--- src/rtl/keys_pkg.sv ---
// Shared constants and learn-mode FSM states for the key remapper.
package keys_pkg;

    localparam int DEF_N_KEYS       = 5;
    localparam int DEF_DEBOUNCE_CYC = 20;

    typedef enum logic [1:0] {
        IDLE,
        WAIT_REL,
        CAPTURE,
        COMMIT
    } learn_state_t;

endpackage

--- src/rtl/key_debounce.sv ---
// One-bit input conditioner: 2-flop synchroniser followed by a stability counter.
module key_debounce
    import keys_pkg::*;
#(
    parameter int DEBOUNCE_CYC = DEF_DEBOUNCE_CYC
) (
    input  logic clk,
    input  logic rst_n,
    input  logic i_raw,
    output logic o_stable
);

    localparam int CNT_W = $clog2(DEBOUNCE_CYC + 1);

    logic             r_sync1;
    logic             r_sync2;
    logic             r_stable;
    logic [CNT_W-1:0] r_cnt;

    // The stable level flips on the DEBOUNCE_CYC-th consecutive differing sample.
    always_ff @(posedge clk or negedge rst_n) begin
        if (!rst_n) begin
            r_sync1  <= 1'b0;
            r_sync2  <= 1'b0;
            r_stable <= 1'b0;
            r_cnt    <= '0;
        end else begin
            r_sync1 <= i_raw;
            r_sync2 <= r_sync1;
            if (r_sync2 == r_stable) begin
                r_cnt <= '0;
            end else if (r_cnt == CNT_W'(DEBOUNCE_CYC - 1)) begin
                r_stable <= r_sync2;
                r_cnt    <= '0;
            end else begin
                r_cnt <= r_cnt + CNT_W'(1);
            end
        end
    end

    assign o_stable = r_stable;

endmodule

--- src/rtl/key_remapper.sv ---
// Debounced key inputs routed through a learnable logical-to-physical map,
// with a learn mode that captures one physical key per logical slot.
module key_remapper
    import keys_pkg::*;
#(
    parameter  int N_KEYS       = DEF_N_KEYS,
    parameter  int DEBOUNCE_CYC = DEF_DEBOUNCE_CYC,
    localparam int IDX_W        = ($clog2(N_KEYS) < 1) ? 1 : $clog2(N_KEYS)
) (
    input  logic              clk,
    input  logic              rst_n,
    input  logic [N_KEYS-1:0] keys_raw,
    input  logic              learn_req,
    output logic [N_KEYS-1:0] keys_mapped,
    output logic [N_KEYS-1:0] key_press,
    output logic              learn_busy,
    output logic [IDX_W-1:0]  learn_slot,
    output logic              learn_done
);

    learn_state_t      r_state;
    logic [IDX_W-1:0]  r_map    [N_KEYS];
    logic [IDX_W-1:0]  r_shadow [N_KEYS];
    logic [N_KEYS-1:0] r_used;
    logic [N_KEYS-1:0] r_stablePrev;
    logic [N_KEYS-1:0] r_keysMapped;
    logic [N_KEYS-1:0] r_keyPress;
    logic              r_learnBusy;
    logic [IDX_W-1:0]  r_learnSlot;
    logic              r_learnDone;

    logic [N_KEYS-1:0] w_stable;
    logic [N_KEYS-1:0] w_rise;
    logic [N_KEYS-1:0] w_mappedNext;
    logic [IDX_W-1:0]  w_riseIdx;
    logic              w_oneRise;

    for (genvar g = 0; g < N_KEYS; g++) begin : gen_deb
        key_debounce #(
            .DEBOUNCE_CYC(DEBOUNCE_CYC)
        ) u_deb (
            .clk      (clk),
            .rst_n    (rst_n),
            .i_raw    (keys_raw[g]),
            .o_stable (w_stable[g])
        );
    end

    always_comb begin
        w_rise       = w_stable & ~r_stablePrev;
        w_oneRise    = $onehot(w_rise);
        w_riseIdx    = '0;
        w_mappedNext = '0;
        for (int i = 0; i < N_KEYS; i++) begin
            if (w_rise[i]) w_riseIdx = IDX_W'(i);
            w_mappedNext[i] = w_stable[r_map[i]];
        end
    end

    // Outputs are blanked on the same edge learn_busy rises, so learn_req is part of the gate.
    always_ff @(posedge clk or negedge rst_n) begin
        if (!rst_n) begin
            r_state      <= IDLE;
            r_used       <= '0;
            r_stablePrev <= '0;
            r_keysMapped <= '0;
            r_keyPress   <= '0;
            r_learnBusy  <= 1'b0;
            r_learnSlot  <= '0;
            r_learnDone  <= 1'b0;
            for (int i = 0; i < N_KEYS; i++) begin
                r_map[i]    <= IDX_W'(i);
                r_shadow[i] <= '0;
            end
        end else begin
            r_stablePrev <= w_stable;
            r_learnDone  <= 1'b0;
            if (r_state == IDLE && !learn_req) begin
                r_keysMapped <= w_mappedNext;
                r_keyPress   <= w_mappedNext & ~r_keysMapped;
            end else begin
                r_keysMapped <= '0;
                r_keyPress   <= '0;
            end
            case (r_state)
                IDLE: begin
                    if (learn_req) begin
                        r_state     <= WAIT_REL;
                        r_learnBusy <= 1'b1;
                        r_learnSlot <= '0;
                        r_used      <= '0;
                        for (int i = 0; i < N_KEYS; i++) r_shadow[i] <= '0;
                    end
                end
                WAIT_REL: begin
                    if (learn_req) begin
                        r_state     <= IDLE;
                        r_learnBusy <= 1'b0;
                        r_learnSlot <= '0;
                    end else if (w_stable == '0) begin
                        r_state <= CAPTURE;
                    end
                end
                CAPTURE: begin
                    if (learn_req) begin
                        r_state     <= IDLE;
                        r_learnBusy <= 1'b0;
                        r_learnSlot <= '0;
                    end else if (w_oneRise && !r_used[w_riseIdx]) begin
                        r_shadow[r_learnSlot] <= w_riseIdx;
                        r_used[w_riseIdx]     <= 1'b1;
                        if (r_learnSlot == IDX_W'(N_KEYS - 1)) begin
                            r_state <= COMMIT;
                        end else begin
                            r_learnSlot <= r_learnSlot + IDX_W'(1);
                            r_state     <= WAIT_REL;
                        end
                    end
                end
                COMMIT: begin
                    for (int i = 0; i < N_KEYS; i++) r_map[i] <= r_shadow[i];
                    r_learnDone <= 1'b1;
                    r_learnBusy <= 1'b0;
                    r_learnSlot <= '0;
                    r_state     <= IDLE;
                end
                default: r_state <= IDLE;
            endcase
        end
    end

    assign keys_mapped = r_keysMapped;
    assign key_press   = r_keyPress;
    assign learn_busy  = r_learnBusy;
    assign learn_slot  = r_learnSlot;
    assign learn_done  = r_learnDone;

endmodule

--- config.mk ---
export PLATFORM = sky130hd
export DESIGN_NAME = key_remapper
export DESIGN_NICKNAME = d
export VERILOG_FILES = /design/src/rtl/keys_pkg.sv /design/src/rtl/key_debounce.sv /design/src/rtl/key_remapper.sv
export SDC_FILE = /design/constraint.sdc
export NUM_CORES = 1
export LEC_CHECK = 0
export BUFFER_PORTS_ARGS = -buffer_cell sky130_fd_sc_hd__buf_2
export CORE_UTILIZATION = 60
export DETAILED_ROUTE_END_ITERATION = 8
export PLACE_DENSITY = 0.78
export SYNTH_ARGS = -nofsm -noshare
export SYNTH_HDL_FRONTEND = slang
export SYNTH_HIERARCHICAL = 1
export SYNTH_SLANG_ARGS = --single-unit
--- constraint.sdc ---
create_clock -name clk -period 8.1 [get_ports clk]
set_input_delay 1.215 -clock clk [delete_from_list [all_inputs] [get_ports clk]]
set_output_delay 1.215 -clock clk [all_outputs]
set_load 0.05 [all_outputs]
==> summary.md <==
| Metric | Value |
|---|---|
| Status | `finished, final reports clean` |
| Crit start category | `flip-flop` |
| First-pass GRT wire length | `13,100 um` |
| Vias | `2,737` |
| Synth top area share | `53.0%` |
| Final critical-path required period | `3980 ps` |
| Synth warn | `6` |
| DR WL/cell | `16.2 um` |
| M2 GR Usage | `36.2%` |
| # rows | `30` |
| R2r setup slk | `4120 ps` |
| Clk_skew | `15.7 ps` |
| Most frequent cells in the layout | `dfrtp_1, nor2_1, buf_2` |
| Die ar. | `0.00758 mm^2` |
| Ys async rst share | `100%` |
| Critical Path AT | `4220 ps` |
| Per-instance average area after synthesis | `12.5 um^2` |
| CP most frequent cell | `inv_1` |
| Yosys top cell by area | `dfrtp_1` |
| HP Class | `reg -> reg` |
| # hold bufs at CTS | `0` |
| Distinct cells, synth | `52` |
| Clock Latency Late Sink | `360 ps` |
| Grt peak-use layer | `met2` |
| Port-buffer cells | `22` |
| Critical Path Sink Type | `flip-flop` |
| Final ANT Viol Nets | `0` |
| Post-Route WL | `7690 um` |
| Area Growth Syn to Fin | `9.74%` |
| CP Class | `reg -> reg` |
| Post-route cell area | `0.00477 mm^2` |
| Post-synthesis sequential area ratio | `56.0%` |
| Initial DRC count | `206` |
| Final setup viols | `0` |
| Tot GR Track Use | `23.1%` |
| Static Leakage | `0.00226 uW` |
| CTS clk-pin slew, worst paths | `90 ps` |
| Flops & latches, synth | `97` |
| RD Place Congestion | `0.869` |
| Final Max Slew Viols | `0` |
| Synth area leaders | `dfrtp_1, mux2_2, ha_1, nor2_1, dfstp_2` |
| DR pass1 iterations | `4` |
| Syn Inst Count | `347` |
| Met3 Resource Use GR | `4.36%` |
| CP max-delay cell | `dfrtp_1` |
| CTS buffer count | `9` |
| GR Layer Usage met1 | `32.2%` |
| Post-DP Area | `0.00454 mm^2` |
| CTS max path bufs | `2` |
| Final Hold Viols | `0` |
| Worst slack, placed | `4160 ps` |
| Initial cell density of the core | `62.9%` |
| Largest net degree at the start of global routing | `57` |
| Hold_ws | `355 ps` |
| Vias in the first global route | `2,717` |
| Worst ir drop on vdd | `0.000125 V` |
| CTS tree | `done` |
| Final Cycle Share | `49.1%` |
| Final WS setup | `4120 ps` |
| Highest Clock Rate | `251 MHz` |
| Max-cap violations | `0` |
| CP top delay family | `simple AND/OR/NAND/NOR gates` |
| Die width | `87.1 um` |
| DIE HEIGHT | `87.1 um` |
| EDFF count, synth | `0` |
| Syn_nets | `369` |
| Clock root cell | `clkbuf_8` |
| ANT cells | `0` |
| Antenna violations before repair | `0` |
| Crit Path Max Fanout | `11` |
| RSZ-0062 raised after global routing | `no` |
| Total gr overflow | `0` |
| Commonest non-fill, non-tap cell in the layout | `dfrtp_1` |
| Slew headroom | `42.6%` |
| Avg Vias per Cell | `5.77` |
| Final HPWL DP | `5580 um` |
| Clk sinks | `97` |
| Core region area | `0.00691 mm^2` |
| Post_cts resized | `0` |
| Worst path buffer plus inverter count | `3` |
| Number of nets in the layout | `395` |
| DRC viols | `0` |
| Fill count | `503` |
| Post-Route Setup TNS | `0 ps` |
| Worst-path cell chain | `nand2b_1 -> inv_1 -> fa_1 -> inv_1 -> fa_1 -> inv_1 -> ha_1 -> nor3_1 -> o21ai_2 -> or4_4 -> nor2_2 -> o22ai_1 -> a22o_1` |
| Post-Synthesis Cell Area | `0.00434 mm^2` |
| CP required | `8340 ps` |
| Post CTS Setup Buffer Count | `0` |
| Worst-Margin Slew | `856 ps` |
| Proportion of layout cells with a drive suffix above 1 | `25.7%` |
| Main synth FF type | `dfrtp_1` |
| Htree depth | `3` |
| I/O pin total | `23` |
| PwrDens | `212 mW/mm^2` |
| Max stage delay on crit path | `490 ps` |
-- Yosys cell counts (all sizes together), types with 5 or more instances --
library cell  number
dfrtp             92
nor2              38
mux2              20
nor3              17
nand2             16
inv               14
nand3             13
ha                12
a31oi             11
and2              11
xnor2             10
xor2              10
nor2b              8
o2bb2ai            6
dfstp              5
mux4               5
o21ai              5
o22ai              5
o31ai              5
-- per-layer routing --
metal  part of all wire [%]  vias up  wire length (um)
met5                      0        -                 0
met4                    1.5        0               119
met3                    6.0       16               464
met2                     47       81              3610
met1                     45     1355              3490
li1                       -     1285                 -
-- final timing paths --
check | from | cells past startpoint | end
max | gen_deb[3].u_deb/o_stable | 13 | r_shadow[12]
min | gen_deb[3].u_deb/r_sync1 | 0 | gen_deb[3].u_deb/r_sync2
max reg2reg | gen_deb[3].u_deb/o_stable | 13 | r_shadow[12]
min reg2reg | gen_deb[3].u_deb/r_sync1 | 0 | gen_deb[3].u_deb/r_sync2
max in group asynchronous | rst_n | 2 | r_shadow[8]
min in group asynchronous | rst_n | 1 | learn_done
-- final cells by class --
type | instances | area, um^2 | share of cell area (%)
sequential | 97 | 2430 | 51.1
clock buffer | 9 | 124 | 2.60
clock inverter | 7 | 106 | 2.23
multi-input combinational | 228 | 1800 | 37.9
tap | 96 | 120 | 2.52
inverter | 14 | 57.6 | 1.21
timing repair buffer | 23 | 120 | 2.52
-- worst register-to-register path, delay by kind of cell, from the launching register on --
family / cells / cell delay, ps
simple gates: 4 / 1410
compound gates: 3 / 610
flops: 1 / 490
buf+inv: 3 / 240
fa+ha+maj: 3 / 1120
-- kinds of logic after synthesis --
family                   count (synthesis)  synth area share [%]
AO/OA/AOI/OAI                           54                  10.7
XOR/XNOR                                20                  4.03
adder cells (fa/ha/maj)                 14                  4.38
buffers and inverters                   22                  2.42
flip-flops                              97                  56.0
multiplexers                            26                  8.44
AND/OR/NAND/NOR                        114                  14.0
-- per-stage QoR --
step	total power, uW	utilization, %	instances
2_1_floorplan	627	-	347
3_3_place_gp	662	65.7	458
3_5_place_dp	667	65.7	458
4_1_cts	1010	69.0	474
5_1_grt	1050	69.0	474
6_report	1010	69.0	474
-- power breakdown --
| part | switching [uW] | internal (uW) | total (uW) |
|---|---|---|---|
| Sequential | 17.2 | 505 | 522 |
| Combinational | 91.2 | 44.6 | 136 |
| Clock | 171 | 180 | 350 |
-- registers in the layout (all words and copies together), names as in the netlist, 3 cells and up --
name                    flops
gen_deb.u_deb/r_sync2       5
r_shadow                   15
r_used                      5
r_stablePrev                5
learn_slot                  3
key_press                   5
keys_mapped                 5
gen_deb.u_deb/r_sync1       5
r_map                      15
gen_deb.u_deb/o_stable      5
gen_deb.u_deb/r_cnt        25
No activity file was read; power rests on OpenSTA's default activity.
